### src/rtl/pc_pkg.sv
// Shared types and constants for the program-counter fetch controller.
//   pc_state_t : fetch sequencer states (BOOT, FETCH, HOLD)
//   STEP       : byte increment the external adder applies to pc
package pc_pkg;

  typedef enum logic [1:0] {
    BOOT  = 2'd0,
    FETCH = 2'd1,
    HOLD  = 2'd2
  } pc_state_t;

  localparam int unsigned STEP = 4;

endpackage

### src/rtl/pc_fetch_ctrl.sv
// Program-counter register and fetch sequencer.
// The pc + STEP and branch-target adders live outside this block; it only
// holds the pc, sequences imem fetch requests and queues redirects.
// Ports:
//   clk, rst_n     clock, synchronous active-low reset
//   pc_seq         pc + STEP from the external adder
//   branch_target  redirect address, qualified by branch_taken
//   branch_taken   single-cycle redirect request
//   stall          downstream cannot take a new instruction
//   imem_ready     imem accepts the current request this cycle
//   imem_req       fetch request valid (registered, high only in FETCH)
//   pc             current fetch address
//   fetch_cnt      accepted-fetch counter, wraps
//   misaligned     sticky misaligned-redirect flag
// Optional feature macro: PC_MISALIGN_TRAP_EN (misaligned redirects trap into
// HOLD instead of being applied; without it misaligned is tied low).
module pc_fetch_ctrl
  import pc_pkg::*;
#(
  parameter int unsigned     N          = 32,
  parameter logic [N-1:0]    RESET_ADDR = '0
) (
  input  logic         clk,
  input  logic         rst_n,
  input  logic [N-1:0] pc_seq,
  input  logic [N-1:0] branch_target,
  input  logic         branch_taken,
  input  logic         stall,
  input  logic         imem_ready,
  output logic         imem_req,
  output logic [N-1:0] pc,
  output logic [N-1:0] fetch_cnt,
  output logic         misaligned
);

  pc_state_t    state;
  logic         pend_vld;
  logic [N-1:0] pend_addr;

  logic         accept;
  logic         redirect;
  logic [N-1:0] redirect_addr;
  logic [N-1:0] next_pc;
  logic         bad_redirect;
  logic         trapped;

  // A live branch beats a queued one; otherwise fall through to pc + STEP.
  assign accept        = (state == FETCH) & imem_ready & ~stall;
  assign redirect      = branch_taken | pend_vld;
  assign redirect_addr = branch_taken ? branch_target : pend_addr;
  assign next_pc       = redirect ? redirect_addr : pc_seq;

`ifdef PC_MISALIGN_TRAP_EN
  logic misaligned_q;

  assign bad_redirect = redirect & (redirect_addr[1:0] != 2'b00);
  assign trapped      = misaligned_q;
  assign misaligned   = misaligned_q;

  // Sticky trap flag; once set the sequencer never leaves HOLD until reset.
  always_ff @(posedge clk) begin
    if (!rst_n) begin
      misaligned_q <= 1'b0;
    end else if (accept && bad_redirect) begin
      misaligned_q <= 1'b1;
    end
  end
`else
  assign bad_redirect = 1'b0;
  assign trapped      = 1'b0;
  assign misaligned   = 1'b0;
`endif

  // Sequencer, pc, fetch counter and redirect queue.
  always_ff @(posedge clk) begin
    if (!rst_n) begin
      state     <= BOOT;
      imem_req  <= 1'b0;
      pc        <= RESET_ADDR;
      fetch_cnt <= '0;
      pend_vld  <= 1'b0;
      pend_addr <= '0;
    end else begin
      // Any branch not consumed by an accept is queued; latest wins.
      if (branch_taken && !accept) begin
        pend_vld  <= 1'b1;
        pend_addr <= branch_target;
      end

      case (state)
        BOOT: begin
          state    <= FETCH;
          imem_req <= 1'b1;
        end

        FETCH: begin
          if (accept) begin
            if (bad_redirect) begin
              state    <= HOLD;
              imem_req <= 1'b0;
            end else begin
              pc        <= next_pc;
              pend_vld  <= 1'b0;
              fetch_cnt <= fetch_cnt + N'(1);
            end
          end else if (imem_ready && stall) begin
            state    <= HOLD;
            imem_req <= 1'b0;
          end
          // !imem_ready: request and address stay put while pending.
        end

        HOLD: begin
          if (!stall && !trapped) begin
            state    <= FETCH;
            imem_req <= 1'b1;
          end
        end

        default: begin
          state    <= BOOT;
          imem_req <= 1'b0;
        end
      endcase
    end
  end

endmodule

### config.mk
export PLATFORM = sky130hd
export DESIGN_NAME = pc_fetch_ctrl
export DESIGN_NICKNAME = d
export VERILOG_FILES = /design/src/rtl/pc_pkg.sv /design/src/rtl/pc_fetch_ctrl.sv
export SDC_FILE = /design/constraint.sdc
export NUM_CORES = 1
export LEC_CHECK = 0
export ABC_AREA = 1
export CAP_MARGIN = 20
export CORE_AREA = 4 4 121 123
export DETAILED_ROUTE_END_ITERATION = 16
export DIE_AREA = 0 0 125 127
export DONT_BUFFER_PORTS = 1
export PLACE_DENSITY = 0.6
export SLEW_MARGIN = 20
export SYNTH_ARGS = -nofsm -noshare
export SYNTH_HDL_FRONTEND = slang
export SYNTH_SLANG_ARGS = --single-unit
### constraint.sdc
create_clock -name clk -period 1.4 [get_ports clk]
set_input_delay 0.21 -clock clk [delete_from_list [all_inputs] [get_ports clk]]
set_output_delay 0.21 -clock clk [all_outputs]
set_load 0.1 [all_outputs]
==> summary.txt, run 1 <==
FF-to-FF Start: fetch_cnt[2]$_SDFFE_PN0P_
Final hold slack: 0.008026 ns
Compound-Gate Fraction of Synth Area: 0.2159
Core ar.: 13670 sq um
Ys async rst share: 0
WL met3: 1229 um
Post-synth EDFFs: 0
Port bufs: 0
Pwr/cell area: 1044 nW/um^2
Vias per cell: 5.066
Adder-cell share of the synthesized area: 0.002678
RD Place Congestion: 1.010
Starting DRT DRC Count: 406
Diode count: 0
Clock Skews: 0.007572 ns
Synth Register Bits: 99
Final Hold Fails: 0
Kind of critical path: reg -> out
Placed cell areas: 5678 sq um
Post-route ant nets: 0
Initial antenna violation count: 0
Clock slew at the register clock pins of the worst setup and hold paths: 0.07 ns
Synth area leaders: dfxtp_1, nor2_1, a21oi_1
Synth Net Count: 764
Width of the die: 125 um
Most common cell in the synthesized netlist: nor2_1
Row cnt: 43
Worst Path Max Fanout: 3
Type of the worst min-delay path: in -> reg
Max capacitance violation total: 0
Seq/Total Area, Yosys: 0.4242
Status: completed
Top sig layer: met4
Setup-failing EPs final: 0
Syn_area_per_cell: 6.732 sq um
Worst setup SP type: flip-flop
Clock tree buffer depth: 2
Starting Density: 0.3419
Total GRT Usage: 0.1846
Vias in the first global route: 4810
YS warnings: 0
WL/cell: 15.51 um
Fmax: 0.7254 GHz
Met2 WL post-DR: 7377 um
Crit share post-route: 0.9847
Top_reg_cell synth: dfxtp_1
WL final: 14880 um
Boundary pin count: 135
FF-to-FF End: fetch_cnt[7]$_SDFFE_PN0P_
Register-to-Register Setup Slack: 0.04 ns
Share of cells above drive strength 1: 0.2555
Fin crit period: 1.379 ns
DP Wirelength: 10460 um
Simple-gate share of the synthesized area: 0.2625
Cells after synthesis: 694
Leak: 0.002646 uW
WP data required: 1.19 ns
Area grow syn2layout: 34.23%
Yosys top cell by area: dfxtp_1
Metal1 wirelength: 5931 um
Hold depth: 2
Via Count: 4858
CTS H-tree depth: 3
Grt ovf: 0
TritonCTS clock tree: done
Total Power: 6545 uW
CTS root buf: clkbuf_16
CP most frequent cell: buf_4
Largest net degree at the start of global routing: 55
Min-delay src: rst_n
Worst path max stage delay: 0.36 ns
Die Ht: 127 um
First-pass GRT wire length: 23980 um
Crit-path slowest cell: dfxtp_4
DRT Pass-1 Iters: 4
Main combinational cell family by area after synthesis: simple AND/OR/NAND/NOR gates
Total Nets Final: 844
CTS Buf Count: 9
Distinct cell type count after synthesis: 29
# clock sinks: 99
Cell Area, Synth: 4672 sq um
Data arrival, critical path: 1.17 ns
Cells on worst reg2reg path: 8
Fin area: 6271 sq um
Die ar.: 15880 sq um
Synth Area in XOR/XNOR: 0.007499
Family with the most delay on the worst path: buffers and inverters
Worst hold endpoint: pend_addr[10]$_SDFFE_PN0P_
RSZ-0062 raised after global routing: true
Yosys top cell area share: 0.4242
Clock Latency Late Sink: 0.35 ns
Critical-path cell list: buf_4 > buf_4 > buf_6
Slew Viols, Final: 0
Worst Path Buf+Inv: 3
Post-synthesis mux area share: 0
VDD IR max: 0.5196 mV
Critical Path End Type: output port
Remaining design rule violation count: 0
Top cells by count, synth: nor2_1, a21oi_1, dfxtp_1
## repair_timing
action / 4_1_cts / 5_1_grt
cloned: 0 / 2
pin swaps: 1 / 10
hold endpoints to repair: 55 / 1
hold buffers: 3 / 1
setup endpoints to repair: 18 / 68
buffers inserted: 2 / 3
gates resized for setup: 10 / 34
## placed cells by master, fill, tap and decap left out, types with 2 or more instances in the layout
cell and n:
nor2_4 9, nor2_2 15, clkinv_4 2, nor2_1 146, dfxtp_4 27, nand2_2 5, inv_2 2, o21ai_0 68
nand4_1 14, clkbuf_16 12, nand2_4 6, nand3_1 17, inv_1 58, o21ai_2 3, and2_1 2, xnor2_1 2
buf_4 92, clkbuf_8 2, dlygate4sd3_1 3, xor2_1 2, nand2_1 68, o21a_1 2, nor3_4 3, o211ai_1 7
dfxtp_2 6, dfxtp_1 66, nor3_1 5, o21ai_1 9, clkbuf_1 2, a21oi_1 106, nor3b_2 2, buf_12 5
buf_6 4
## power breakdown
| part | switching, uW | total, uW | internal, uW |
|---|---|---|---|
| sequential | 68.4 | 2970 | 2900 |
| combinational | 771 | 1070 | 296 |
| clock | 1090 | 2510 | 1420 |
| total | 1930 | 6540 | 4610 |
## how the worst max path moves through the flow
stage	start	to	slack, ns	cells after the start
after CTS	state[1]$_SDFFE_PN0P_	pc[24]$_SDFFE_PN0P_	-0.02	5
after detailed placement	fetch_cnt[0]$_SDFFE_PN0P_	fetch_cnt[22]$_SDFFE_PN0P_	-0.05	8
final	fetch_cnt[7]$_SDFFE_PN0P_	fetch_cnt[7]	0.02	3
after global routing	fetch_cnt[2]$_SDFFE_PN0P_	fetch_cnt[25]$_SDFFE_PN0P_	-0.10	7
after global placement	fetch_cnt[0]$_SDFFE_PN0P_	fetch_cnt[22]$_SDFFE_PN0P_	-0.05	8
after floorplan	fetch_cnt[0]$_SDFFE_PN0P_	fetch_cnt[22]$_SDFFE_PN0P_	-0.17	8
## state kept, by name (all words and copies together) (netlist names)
name,cells
pend_vld,1
pend_addr,32
fetch_cnt,32
pc,32
state,2
## metal layers
metal	GRT usage	vias to the layer above
met5	0	-
met4	0.07462	0
met3	0.05602	26
met2	0.3281	168
met1	0.2068	2230
li1	-	2434
## cells by family after synthesis
family,after synthesis
other,1
xor gates and xnor gates,4
buffers and inverters,99
DFF,99
AOI/OAI and AO/OA,196
and+or+nand+nor,294
adders and majority gates,1
## metrics by stage
stage | instances | util | TNS, ns | setup WS (ns)
final | 959 | 0.4589 | 0 | 0.02145
after global routing | 959 | 0.4589 | -0.7958 | -0.1049
after detailed placement | 932 | 0.4155 | -0.1427 | -0.05395
after global placement | 932 | 0.4155 | -0.06454 | -0.04899
after CTS | 953 | 0.4456 | -0.07260 | -0.01962
after floorplan | 694 | - | -1.879 | -0.1658
## layout make-up
cell class,instances,area [sq um]
clock buffers,14,285.3
inverters,61,231.5
flip-flops and latches,99,2091
multi-input cells,496,2490
clock inverters,2,17.52
repair buffers,107,930.9
well taps,180,225.2
fillers,1377,7395
No activity file was read; power rests on OpenSTA's default activity.
==> run 2, diff against run 1 <==
--- a/config.mk
+++ b/config.mk
@@ -5,13 +5,12 @@
 export SDC_FILE = /design/constraint.sdc
 export NUM_CORES = 1
 export LEC_CHECK = 0
-export ABC_AREA = 1
+export BUFFER_PORTS_ARGS = -buffer_cell sky130_fd_sc_hd__buf_2
 export CAP_MARGIN = 20
-export CORE_AREA = 4 4 121 123
+export CORE_AREA = 4 4 119 121
 export DETAILED_ROUTE_END_ITERATION = 16
-export DIE_AREA = 0 0 125 127
-export DONT_BUFFER_PORTS = 1
-export PLACE_DENSITY = 0.6
+export DIE_AREA = 0 0 123 125
+export PLACE_DENSITY = 0.69
 export SLEW_MARGIN = 20
 export SYNTH_ARGS = -nofsm -noshare
 export SYNTH_HDL_FRONTEND = slang
==> run 2 against run 1 <==
The flow now finishes with violations (negative setup slack). Core utilization up 6.5 points. Final cell count is 1.4% lower. Sequential power is 2% lower. Critical endpoint is now fetch_cnt[23]$_SDFFE_PN0P_.
==> summary.txt, run 2 <==
Status: complete, but fails checks
Failing checks: negative setup slack
Distinct cell type count after synthesis: 34 (+17%)
WL final: 14480 um (-2.7%)
Total Nets Final: 835 (-1.1%)
Top cells by count, synth: nand2_1, dfxtp_1, a21oi_1
Cell Area, Synth: 4491 sq um (-3.9%)
Clock tree buffer depth: 2 (unchanged)
Cells after synthesis: 581 (-16%)
Setup WS pre-CTS: -0.2775 ns (-0.2236 ns)
YS warnings: 0 (unchanged)
Compound-Gate Fraction of Synth Area: 0.1602 (-0.05564)
CTS H-tree depth: 3 (unchanged)
Worst Path Max Fanout: 7 (+4)
Syn_area_per_cell: 7.729 sq um (+15%)
Initial antenna violation count: 0 (unchanged)
Worst setup SP type: flip-flop
Final Hold Fails: 0 (unchanged)
Largest net degree at the start of global routing: 77 (+40%)
Pwr/cell area: 915.6 nW/um^2 (-12%)
DRT Pass-1 Iters: 5 (+1)
VDD IR max: 0.6085 mV (+17%)
Critical Path End Type: flip-flop
RD Place Congestion: 0.8364 (-17%)
Worst setup margin: -0.2545 ns (-0.2760 ns)
TritonCTS clock tree: done
Die ar.: 15380 sq um (-3.1%)
Via Count: 4727 (-2.7%)
Max capacitance violation total: 0 (unchanged)
Synth Area in XOR/XNOR: 0.01560 (+0.008105)
Crit share post-route: 1.182 (+0.1971)
Yosys top cell by area: dfxtp_1
Placed cell areas: 5963 sq um (+5.0%)
Width of the die: 123 um (-1.6%)
Adder-cell share of the synthesized area: 0.002786 (+0.0001082)
Post-synth EDFFs: 0 (unchanged)
Commonest non-fill, non-tap cells in the layout: nand2_1, buf_2, buf_4
# clock sinks: 99 (unchanged)
Largest registers: fetch_cnt x32, pc x32, pend_addr x32
Least-Margin Pin Slew: 0.5157 ns
CTS root buf: clkbuf_16
Type of the worst min-delay path: in -> reg
Final Util: 0.5244 (+0.06549)
Leak: 0.002876 uW (+8.7%)
Total GRT Usage: 0.1743 (-0.01024)
Kind of critical path: reg -> reg
Synth Register Bits: 99 (unchanged)
Clock Skews: 0.005788 ns (-0.001784 ns)
Top_reg_cell synth: dfxtp_1
Ys async rst share: 0 (unchanged)
Slew headroom: 0.6586
Boundary pin count: 135 (unchanged)
Core ar.: 13090 sq um (-4.2%)
Seq/Total Area, Yosys: 0.4413 (+0.01714)
Yosys top cell area share: 0.4413 (+0.01714)
Starting DRT DRC Count: 361 (-11%)
Clock Latency Late Sink: 0.34 ns (about the same)
Share of cells above drive strength 1: 0.4377 (+0.1822)
Data arrival, critical path: 1.92 ns (+0.75 ns)
Most common cell after layout, fill and taps aside: nand2_1
Setup-failing EPs final: 31 (+31)
RSZ-0062 raised after global routing: true
Die Ht: 125 um (-1.6%)
CTS Hold Bufs: 0 (-3)
Port bufs: 133 (+133)
Slew Viols, Final: 0 (unchanged)
Most common cell in the synthesized netlist: nand2_1
First-pass GRT wire length: 21620 um (-9.9%)
Clock slew at the register clock pins of the worst setup and hold paths: 0.07 ns (about the same)
Fin crit period: 1.655 ns (+0.2760 ns)
WP data required: 1.67 ns (+0.48 ns)
Synth area leaders: dfxtp_1, nand2_1, a21oi_1
Row cnt: 42 (-2.3%)
Starting Density: 0.3432 (+0.001303)
Post-route ant nets: 0 (unchanged)
Simple-gate share of the synthesized area: 0.2488 (-0.01364)
Main combinational cell family by area after synthesis: simple AND/OR/NAND/NOR gates
Grt ovf: 0 (unchanged)
Vias per cell: 4.997 (-1.4%)
WL/cell: 15.31 um (-1.3%)
Diode count: 0 (unchanged)
Vias in the first global route: 4359 (-9.4%)
Synth Net Count: 651 (-15%)
Fin area: 6862 sq um (+9.4%)
Fmax: 0.6044 GHz (-17%)
Remaining design rule violation count: 0 (unchanged)
DP Wirelength: 8976 um (-14%)
CTS Buf Count: 9 (unchanged)
Area grow syn2layout: 52.80%
Post-synthesis mux area share: 0.08247 (+0.08247)
[run 2: changes by cell type after synthesis, moves of 7 or more]
cell	delta
or4_1	+11
o211ai_1	-7
o31ai_1	+11
nand2_1	+99
mux2i_1	+37
inv_1	-57
nor3_1	-7
a21oi_1	-23
o21ai_0	-38
clkbuf_1	+9
or3_1	+7
nor2_1	-156
[run 2: power by group]
part | internal (uW) | switching [uW]
clock network | 1260 | 1060
registers | 2870 | 50.9
logic | 384 | 662
[run 2: metal layers]
metal | up-vias | global-route usage | routed length, um
met4 | 0 | 0.04756 | 181
li1 | 2359 | - | -
met5 | - | 0 | 0
met3 | 15 | 0.05872 | 1086
met2 | 161 | 0.2711 | 6852
met1 | 2192 | 0.2312 | 6359
[run 2: final timing paths]
path | start | to | slack [ns] | cells past startpoint
hold / removal | branch_target[0] | pend_addr[0]$_SDFFE_PN0P_ | 0.11 | 3
setup reg to reg | state[1]$_SDFFE_PN0P_ | fetch_cnt[23]$_SDFFE_PN0P_ | -0.25 | 5
hold reg to reg | pend_addr[22]$_SDFFE_PN0P_ | pend_addr[22]$_SDFFE_PN0P_ | 0.45 | 2
setup / recovery | state[1]$_SDFFE_PN0P_ | fetch_cnt[23]$_SDFFE_PN0P_ | -0.25 | 5
[run 2: cell families (layout without fill, tap and decap cells)]
family,Yosys count,count (layout)
AND/OR/NAND/NOR,247,247
AO/OA/AOI/OAI,137,137
flip-flops,99,99
buffers and inverters,51,240
multiplexers,37,37
XOR/XNOR,8,8
adder cells (fa/ha/maj),1,1
other,1,1
[run 2: through the flow]
stage / hold WS [ns] / setup TNS (ns) / total power (uW) / cells
CTS: 0.09529 / -3.883 / 6247 / 934
finish: 0.1073 / -4.338 / 6283 / 946
global placement: 0.4406 / -10.38 / 3890 / 911
floorplan: 0.3460 / -10.30 / 3603 / 581
global route: 0.1060 / -7.517 / 6544 / 946
detailed placement: 0.4452 / -12.99 / 3899 / 911
[run 2: area by class of cell]
| class | count | area, sq um |
|---|---|---|
| Fill cell | 1209 | 6223 |
| Clock inverter | 2 | 11.26 |
| Tap cell | 176 | 220.2 |
| Inverter | 4 | 15.01 |
| Sequential cell | 99 | 2072 |
| Multi-Input combinational cell | 431 | 2581 |
| Timing Repair Buffer | 220 | 1708 |
| Clock buffer | 14 | 254.0 |
[run 2: worst max-delay path, stage by stage (launching register included)]
cell      delay [ns]
dfxtp_2         0.32
and4bb_4        0.34
nand4_1         0.13
buf_6           0.17
or4_1           0.49
a21oi_2         0.13
[run 2: what timing repair did]
action                                  CTS  global route
cloned                                    2             7
pin swaps                                 4            14
endpoints found under the setup margin  122            92
gates resized for setup                  45            71
setup buffers                             5             5
